`config.mk`:
```
export PLATFORM = sky130hd
export DESIGN_NAME = mul_sequencer_flat
export DESIGN_NICKNAME = d
export VERILOG_FILES = /design/src/rtl/mul_sequencer_pkg.sv /design/src/rtl/mul_sequencer_if.sv /design/src/rtl/mul_iter_counter.sv /design/src/rtl/mul_sequencer.sv /design/src/flat_wrapper.sv
export SDC_FILE = /design/constraint.sdc
export NUM_CORES = 1
export LEC_CHECK = 0
export ABC_AREA = 1
export ABC_CLOCK_PERIOD_IN_PS = 4750
export CORE_MARGIN = 2
export CORE_UTILIZATION = 40
export CTS_CLUSTER_DIAMETER = 120
export DETAILED_ROUTE_END_ITERATION = 7
export PLACE_DENSITY = 0.65
export SLEW_MARGIN = 0
export SYNTH_ARGS = -nofsm -noshare
export SYNTH_HDL_FRONTEND = slang
export SYNTH_SLANG_ARGS = --single-unit
```
`constraint.sdc`:
```
create_clock -name clk -period 4.75 [get_ports clk]
set_input_delay 0.95 -clock clk [delete_from_list [all_inputs] [get_ports clk]]
set_output_delay 0.95 -clock clk [all_outputs]
set_load 0.005 [all_outputs]
```
`src/rtl/mul_sequencer_pkg.sv`:
```
// mul_sequencer_pkg: shared state type, default width and counter sizing for the multiply sequencer
package mul_sequencer_pkg;
  localparam int WIDTH_DEF = 16;
  typedef enum logic [2:0] {
    IDLE = 3'b001,
    RUN  = 3'b010,
    DONE = 3'b100
  } state_t;
  function automatic int cnt_w(input int w);
    return $clog2(w);
  endfunction
endpackage

```
`src/rtl/mul_sequencer_if.sv`:
```
// mul_sequencer_if: start/operand request and busy/done/product/cnt_zero response bundle
//   master: drives start, a, b; observes busy, done, product, cnt_zero
//   slave:  the multiplier side of the same signals
interface mul_sequencer_if
  import mul_sequencer_pkg::*;
#(
  parameter int WIDTH = WIDTH_DEF
) ();
  logic               start;
  logic [WIDTH-1:0]   a;
  logic [WIDTH-1:0]   b;
  logic               busy;
  logic               done;
  logic [2*WIDTH-1:0] product;
  logic               cnt_zero;
  modport master (output start, a, b, input busy, done, product, cnt_zero);
  modport slave (input start, a, b, output busy, done, product, cnt_zero);
endinterface

```
`src/rtl/mul_iter_counter.sv`:
```
// mul_iter_counter: loadable down-counter with a registered zero flag that never wraps
//   clk, reset : clock and synchronous active-high reset (count 0, zero 1)
//   load       : load load_val (takes priority over en)
//   en         : decrement by one unless already at zero
//   load_val   : value loaded on load
//   zero       : registered (count == 0)
module mul_iter_counter #(
  parameter int CW = 4
) (
  input  logic          clk,
  input  logic          reset,
  input  logic          load,
  input  logic          en,
  input  logic [CW-1:0] load_val,
  output logic          zero
);
  logic [CW-1:0] cnt;
  // zero is computed from the next count so it tracks cnt without a combinational path
  always_ff @(posedge clk) begin
    if (reset) begin
      cnt  <= '0;
      zero <= 1'b1;
    end else if (load) begin
      cnt  <= load_val;
      zero <= load_val == '0;
    end else if (en && !zero) begin
      cnt  <= cnt - 1'b1;
      zero <= cnt == CW'(1);
    end
  end
endmodule

```
`src/rtl/mul_sequencer.sv`:
```
// mul_sequencer: iterative shift-add multiplier, one add-shift step per clock
//   clk, reset : clock and synchronous active-high reset
//   bus.start  : request pulse, accepted only in IDLE; bus.a/bus.b sampled then
//   bus.busy   : high in RUN and DONE
//   bus.done   : one-cycle pulse, product valid while high
//   bus.product: {accumulator, multiplier} register, 2*WIDTH bits
//   bus.cnt_zero: registered iteration-counter-zero flag
// Build option: MUL_SIGNED_EN selects two's complement operands and product.
module mul_sequencer
  import mul_sequencer_pkg::*;
#(
  parameter int WIDTH = WIDTH_DEF
) (
  input logic clk,
  input logic reset,
  mul_sequencer_if.slave bus
);
  localparam int CW = cnt_w(WIDTH);
  state_t           state;
  logic [WIDTH-1:0] mcand, mplier, acc;
  logic [WIDTH:0]   sum;
  logic             busy, done, cnt_zero, load, step;
  assign load = (state == IDLE) && bus.start;
  assign step = state == RUN;
`ifdef MUL_SIGNED_EN
  logic [WIDTH:0] ext, acc_x;
  assign ext   = {mcand[WIDTH-1], mcand};
  assign acc_x = {acc[WIDTH-1], acc};
  // the last multiplier bit carries negative weight, so the final step subtracts
  assign sum = !mplier[0] ? acc_x : cnt_zero ? acc_x - ext : acc_x + ext;
`else
  assign sum = {1'b0, acc} + (mplier[0] ? {1'b0, mcand} : '0);
`endif
  mul_iter_counter #(.CW(CW)) u_cnt (
    .clk(clk),
    .reset(reset),
    .load(load),
    .en(step),
    .load_val(CW'(WIDTH - 1)),
    .zero(cnt_zero)
  );
  always_ff @(posedge clk) begin
    if (reset) begin
      state  <= IDLE;
      busy   <= 1'b0;
      done   <= 1'b0;
      mcand  <= '0;
      mplier <= '0;
      acc    <= '0;
    end else begin
      done <= 1'b0;
      if (load) begin
        mcand  <= bus.a;
        mplier <= bus.b;
        acc    <= '0;
        state  <= RUN;
        busy   <= 1'b1;
      end else if (step) begin
        // shift {carry/sign, acc, multiplier} right by one
        acc    <= sum[WIDTH:1];
        mplier <= {sum[0], mplier[WIDTH-1:1]};
        if (cnt_zero) begin
          state <= DONE;
          done  <= 1'b1;
        end
      end else if (state == DONE) begin
        state <= IDLE;
        busy  <= 1'b0;
      end
    end
  end
  assign bus.busy     = busy;
  assign bus.done     = done;
  assign bus.product  = {acc, mplier};
  assign bus.cnt_zero = cnt_zero;
endmodule

```
`src/flat_wrapper.sv`:
```
// flat-port wrapper written by rule: the top's interface ports become plain ports
module mul_sequencer_flat import mul_sequencer_pkg::*;
#(
  parameter int WIDTH = WIDTH_DEF
)
  (clk, reset, bus_start, bus_a, bus_b, bus_busy, bus_done, bus_product, bus_cnt_zero);
  mul_sequencer_if #(.WIDTH(WIDTH)) bus_i ();
  input logic clk;
  input logic reset;
  input wire logic [$bits(bus_i.start)-1:0] bus_start;
  input wire logic [$bits(bus_i.a)-1:0] bus_a;
  input wire logic [$bits(bus_i.b)-1:0] bus_b;
  output wire logic [$bits(bus_i.busy)-1:0] bus_busy;
  output wire logic [$bits(bus_i.done)-1:0] bus_done;
  output wire logic [$bits(bus_i.product)-1:0] bus_product;
  output wire logic [$bits(bus_i.cnt_zero)-1:0] bus_cnt_zero;
  assign bus_i.start = bus_start;
  assign bus_i.a = bus_a;
  assign bus_i.b = bus_b;
  assign bus_busy = bus_i.busy;
  assign bus_done = bus_i.done;
  assign bus_product = bus_i.product;
  assign bus_cnt_zero = bus_i.cnt_zero;
  mul_sequencer #(.WIDTH(WIDTH)) u_core (.clk(clk), .reset(reset), .bus(bus_i));
endmodule
```
==> impl_metrics.ini, run 1 <==
[worst_hold_path]
hold_depth = 2
hold_end = u_core.mcand[10]$_SDFFE_PP0P_
hold_class = reg -> reg
min-delay-start = u_core.mcand[10]$_SDFFE_PP0P_

[clock_network]
path_clk_slew_ps = 70
cts_buffers = 9
cts.sinks = 58
cts_tree = built
cts_setup_buffers = 0
htree_levels = 3
cts_resized = 0
cts.path.max_buffers = 2
insertion_delay_ps = 340
cts-root-buf = clkbuf_8
cts_hold_buf = 0

[timing]
setup_viol = 0
slew_headroom_pct = 42.69
fin_tns_setup_ps = 0
grt_setup_unrepaired = false
slew_viol_final = 0
fin_skew_ps = 11.88
hold_viol = 0
worst_hold_slack_ps = 483.6
fmax_ghz = 0.3786
finalCriticalPeriod_ps = 2641
tightestPinTransition_ps = 856.9
fin_crit_sh_pct = 55.60

[cells_and_area]
n_antenna_cell = 0
fill_cells = 794
fin_area_um2 = 4245
area_delta_synth_final_pct = 27.22
nets = 623
drive_gt1_share_pct = 4.355

[logic_synthesis]
synth-main-ff-cell = dfxtp_1
async_flop_share_pct = 0
ys_ff_latch = 58
ys_warn_count = 0
syn_area_um2 = 3337
yosys.cell_types.count = 33
avgSynthCellArea_um2 = 6.582
yosysSeqAreaShare_pct = 34.80
syn_nets = 561
synth_edf_count = 0
synthCells = 507

[setup_path]
worstSetupPathType = in -> reg
worst_setup_path_start_kind = primary input
reg2reg_slack_ps = 2510
r2r-end = u_core.acc[11]$_SDFFE_PP0P_
crit_arrival_ps = 2920
crit_chain = clkdlybuf4s50_1 -> nand2_1 -> inv_1 -> nand2_2 -> inv_2 -> nor2_4 -> o21ai_0 -> o21bai_1 -> inv_1
cp_max_fo = 38
crit_slowest_cell = nor2_4
rr_worst_depth = 13
slowest_delay_ps = 440
critPathRequiredTime_ps = 5030
end_kind = flip-flop
cpMostUsedCell = inv_1
worstReg2RegStart = u_core.mplier[0]$_SDFFE_PP0N_

[outcome]
status = finished clean

[place]
place_area_um2 = 4026
gp_congestion = 0.8293
dp_hpwl_mm = 5.840
port_buffers = 69

[floorplanning]
core_area_um2 = 8134
die_w_um = 95.34
rows = 33
ios = 70
start_util_pct = 41.02
die_h_um = 95.34
die-area_um2 = 9089

[grt]
grt_pass1_vias = 3000
grt_pass1_wl_mm = 13.36
overflow = 0
antenna_found_initial = 0
grt_max_degree = 46
grt_util_all_layers_pct = 18.90

[routing]
drt_wl_total_mm = 8.022
route.vias.total = 3231
ant_nets = 0
drt-initial-drc-count = 114
viasPerCell = 4.758
drt_first_pass_iters = 4
wl_per_cell_um = 11.81
drc = 0

[pwr]
power.density_nw_per_um2 = 300.7
p_total_mw = 1.277
total_leakage_power_nw = 2.048
peakVddDrop_uv = 140.1

[run]
cap_violations = 0
-- power breakdown --
group          internal, mW  switching (mW)  total [mW]
Sequential            0.528          0.0318       0.560
Clock                 0.308           0.199       0.507
Combinational         0.101           0.108       0.210
-- worst max-delay path by stage --
| stage | startpoint | end | slack (ps) | cells past startpoint |
|---|---|---|---|---|
| final | bus_start | u_core.acc[2]$_SDFFE_PP0P_ | 2110 | 9 |
| after global routing | bus_start | u_core.acc[2]$_SDFFE_PP0P_ | 1890 | 9 |
| after CTS | bus_start | u_core.acc[2]$_SDFFE_PP0P_ | 2080 | 9 |
| after detailed placement | bus_start | u_core.acc[2]$_SDFFE_PP0P_ | 1730 | 9 |
| after global placement | bus_start | u_core.acc[2]$_SDFFE_PP0P_ | 1800 | 9 |
| after floorplan | u_core.mplier[0]$_SDFFE_PP0N_ | u_core.acc[7]$_SDFFE_PP0P_ | 2650 | 15 |
-- state kept, by name (all words and copies together) (netlist names) --
register,count
u_core.state,3
u_core.acc,16
u_core.u_cnt.zero,1
u_core.u_cnt.cnt,4
u_core.bus.busy,1
u_core.mcand,16
u_core.mplier,16
u_core.bus.done,1
-- synth_stat cells, types with 3 or more instances --
| master | number | share of area (%) |
|---|---|---|
| a21oi_1 | 16 | 2.4 |
| a31oi_1 | 15 | 2.8 |
| buf_4 | 3 | 0.67 |
| buf_6 | 7 | 2.4 |
| clkbuf_1 | 7 | 0.79 |
| dfxtp_1 | 58 | 35 |
| ha_1 | 18 | 6.7 |
| inv_1 | 80 | 9.0 |
| inv_2 | 3 | 0.34 |
| nand2_1 | 157 | 18 |
| nand3_1 | 25 | 3.7 |
| nor2_1 | 53 | 6.0 |
| nor3_1 | 7 | 1.0 |
| o211ai_1 | 3 | 0.67 |
| o21a_1 | 8 | 1.8 |
| o21ai_0 | 25 | 3.7 |
-- layout make-up --
cell class              instances  area, um^2  area share (%)
repair buffers                 69       690.7           16.27
inverters                      84       317.8           7.486
flip-flops and latches         58        1161           27.35
clock buffers                  11       141.4           3.330
well taps                     105       131.4           3.095
multi-input cells             347        1725           40.64
clock inverters                 5       77.57           1.827
-- cell families after synthesis --
| logic type | Yosys count | synth area share [%] |
|---|---|---|
| compound gates | 72 | 12.60 |
| xor+xnor | 3 | 0.7875 |
| fa+ha+maj | 19 | 7.349 |
| buf+inv | 102 | 13.50 |
| flops | 58 | 34.80 |
| simple gates | 253 | 30.97 |
-- layer usage --
metal | wire (um) | global-route usage, % | vias up
met1 | 3745 | 22.75 | 1434
li1 | - | - | 1714
met4 | 123 | 6.280 | 0
met3 | 378 | 4.901 | 12
met2 | 3774 | 32.63 | 71
met5 | 0 | 0 | -
-- per-stage QoR --
stage / setup slack (ps) / cells / util [%]
3_3_place_gp: 1796 / 663 / 49.50
4_1_cts: 2079 / 679 / 52.19
2_1_floorplan: 2649 / 507 / -
5_1_grt: 1888 / 679 / 52.19
6_report: 2109 / 679 / 52.19
3_5_place_dp: 1732 / 663 / 49.50
-- placed cells by master, fill, tap and decap left out, types with 3 or more instances in the layout --
master	Yosys	layout
dfxtp_1	58	58
a31oi_1	15	15
clkdlybuf4s50_1	0	69
nor3_1	7	7
nand3_1	25	25
o21a_1	8	8
inv_2	3	3
inv_1	80	80
nor2_1	53	53
nand2_1	157	157
o21ai_0	25	25
clkbuf_8	0	10
a21oi_1	16	16
ha_1	18	18
o211ai_1	3	3
-- critical path: cells and delay by family --
family          cells  cell delay, ps
simple gates        3             770
compound gates      2             330
buf+inv             4             860
(Power assumes the default switching activity.)
==> run 2: changes to the inputs <==
--- a/config.mk
+++ b/config.mk
@@ -6,7 +6,7 @@
 export NUM_CORES = 1
 export LEC_CHECK = 0
 export ABC_AREA = 1
-export ABC_CLOCK_PERIOD_IN_PS = 4750
+export ABC_CLOCK_PERIOD_IN_PS = 2500
 export CORE_MARGIN = 2
 export CORE_UTILIZATION = 40
 export CTS_CLUSTER_DIAMETER = 120
==> constraint.sdc (replaced) <==
create_clock -name clk -period 2.5 [get_ports clk]
set_input_delay 0.5 -clock clk [delete_from_list [all_inputs] [get_ports clk]]
set_output_delay 0.5 -clock clk [all_outputs]
set_load 0.005 [all_outputs]
==> impl_metrics.ini, run 2 (synthesis results as in run 1) <==
[pwr]
total_leakage_power_nw = 2.056
internal_power_mw = 1.689
combPwrFrac_pct = 17.3
p_sw_uw = 670.4
power.density_nw_per_um2 = 555.1
p_seq_share_pct = 45.1
switching_share_pct = 28.41
power.clock.fraction_pct = 37.6
peakVddDrop_uv = 298.9

[timing]
tightestPinTransition_ps = 605.3
fin_skew_ps = 7.598
slew_headroom_pct = 59.59
fin_tns_setup_ps = 0
setup_viol = 0
finalCriticalPeriod_ps = 2177
fmax_ghz = 0.4594
setup_ws_ps = 323.0
fin_crit_sh_pct = 87.08
slew_viol_final = 0
hold_viol = 0
grt_setup_unrepaired = false

[routing]
drt_wl_total_mm = 8.149
viasPerCell = 4.814
drt_first_pass_iters = 4
route.vias.total = 3283
drt-initial-drc-count = 95
drc = 0
ant_nets = 0
wl_per_cell_um = 11.95

[place]
pre_cts_ws_ps = 318.9
gp_congestion = 0.8930
place_area_um2 = 4049
dp_hpwl_mm = 6.063
port_buffers = 69

[cells_and_area]
area_delta_synth_final_pct = 27.41
fin_area_um2 = 4252
final_cell_mix = nand2_1 (157), inv_1 (80), clkdlybuf4s50_1 (69)
final_common_cell = nand2_1
drive_gt1_share_pct = 5.026
n_antenna_cell = 0
nets = 626
reg.largest.list = u_core.acc: 16 flops, u_core.mcand: 16 flops, u_core.mplier: 16 flops

[setup_path]
end_kind = flip-flop
worst_setup_path_start_kind = flip-flop
cpMostUsedCell = nand2_1
crit_arrival_ps = 2410
worstSetupPathType = reg -> reg
crit_chain = nand2_1 -> inv_1 -> ha_1 -> fa_1 -> nand2_1 -> nand2_1 -> and2_1 -> nand2_1 -> nand2_1 -> xnor2_1 -> nand2_1 -> nand2_1 -> inv_1
slowest_delay_ps = 500
crit_slowest_cell = dfxtp_1
cp_max_fo = 18
critPathRequiredTime_ps = 2740

[floorplanning]
die_h_um = 95.34
start_util_pct = 41.02
die_w_um = 95.34
ios = 70
rows = 33
core_area_um2 = 8134
die-area_um2 = 9089

[clock_network]
path_clk_slew_ps = 70
htree_levels = 3
insertion_delay_ps = 340
cts.path.max_buffers = 2
cts_hold_buf = 0
cts_tree = built
cts.sinks = 58
cts-root-buf = clkbuf_8
cts_resized = 0
cts_buffers = 9
cts_setup_buffers = 0

[outcome]
status = finished clean

[grt]
grt_pass1_vias = 3147
grt_util_all_layers_pct = 19.33
antenna_found_initial = 0
grt_max_degree = 46
grt_pass1_wl_mm = 13.98
overflow = 0

[worst_hold_path]
hold_class = reg -> reg

[run]
cap_violations = 0
## run 2: cell count changes in the layout (fill, tap and decap cells not counted)
cell	before	now
bufinv_16	2	1
buf_4	0	3
clkinv_4	0	1
clkbuf_1	1	0
inv_6	0	1
## run 2: worst paths after layout
check                                                   start                            end  slack, ps  depth (start not counted)
worst max-delay path            u_core.mplier[0]$_SDFFE_PP0N_     u_core.acc[7]$_SDFFE_PP0P_        320                         13
worst min-delay path            u_core.mcand[15]$_SDFFE_PP0P_  u_core.mcand[15]$_SDFFE_PP0P_        480                          2
worst max register to register  u_core.mplier[0]$_SDFFE_PP0N_     u_core.acc[7]$_SDFFE_PP0P_        320                         13
worst min register to register  u_core.mcand[15]$_SDFFE_PP0P_  u_core.mcand[15]$_SDFFE_PP0P_        480                          2
## run 2: cell type report
cell class / count / area, um^2
Timing Repair Buffer: 72 / 713.2
Fill cell: 771 / 3882
Tap cell: 105 / 131.4
Clock inverter: 6 / 65.06
Inverter: 84 / 317.8
Multi-Input combinational cell: 347 / 1725
Sequential cell: 58 / 1161
Clock buffer: 10 / 137.6
## run 2: per-stage QoR
stage | total power, mW | instances | hold WS [ps] | util, %
finish | 2.360 | 682 | 483.8 | 52.27
global route | 2.486 | 682 | 504.8 | 52.27
CTS | 2.385 | 682 | 489.4 | 52.27
detailed placement | 1.494 | 666 | 472.5 | 49.78
global placement | 1.486 | 666 | 462.1 | 49.78
floorplan | 1.324 | 507 | 454.9 | -
## run 2: power by group through the flow
stage	combinational (mW)	clock (mW)	sequential, mW
4_1_cts	0.412	0.908	1.07
6_report	0.409	0.887	1.06
2_1_floorplan	0.255	0	1.07
3_3_place_gp	0.402	0	1.08
5_1_grt	0.463	0.948	1.08
3_5_place_dp	0.409	0	1.09
## run 2: worst max-delay path: cells and delay by family (launching register included)
family	cells	cell delay, ps
adders and majority gates	2	580
buffers and inverters	2	80
and+or+nand+nor	8	780
DFF	1	500
xor gates and xnor gates	1	140
## run 2: routing by layer
layer  routed length, um  GRT usage [%]
met4                  81          4.831
met1                3744          23.71
met5                   0              0
met2                3809          33.04
met3                 514          5.771
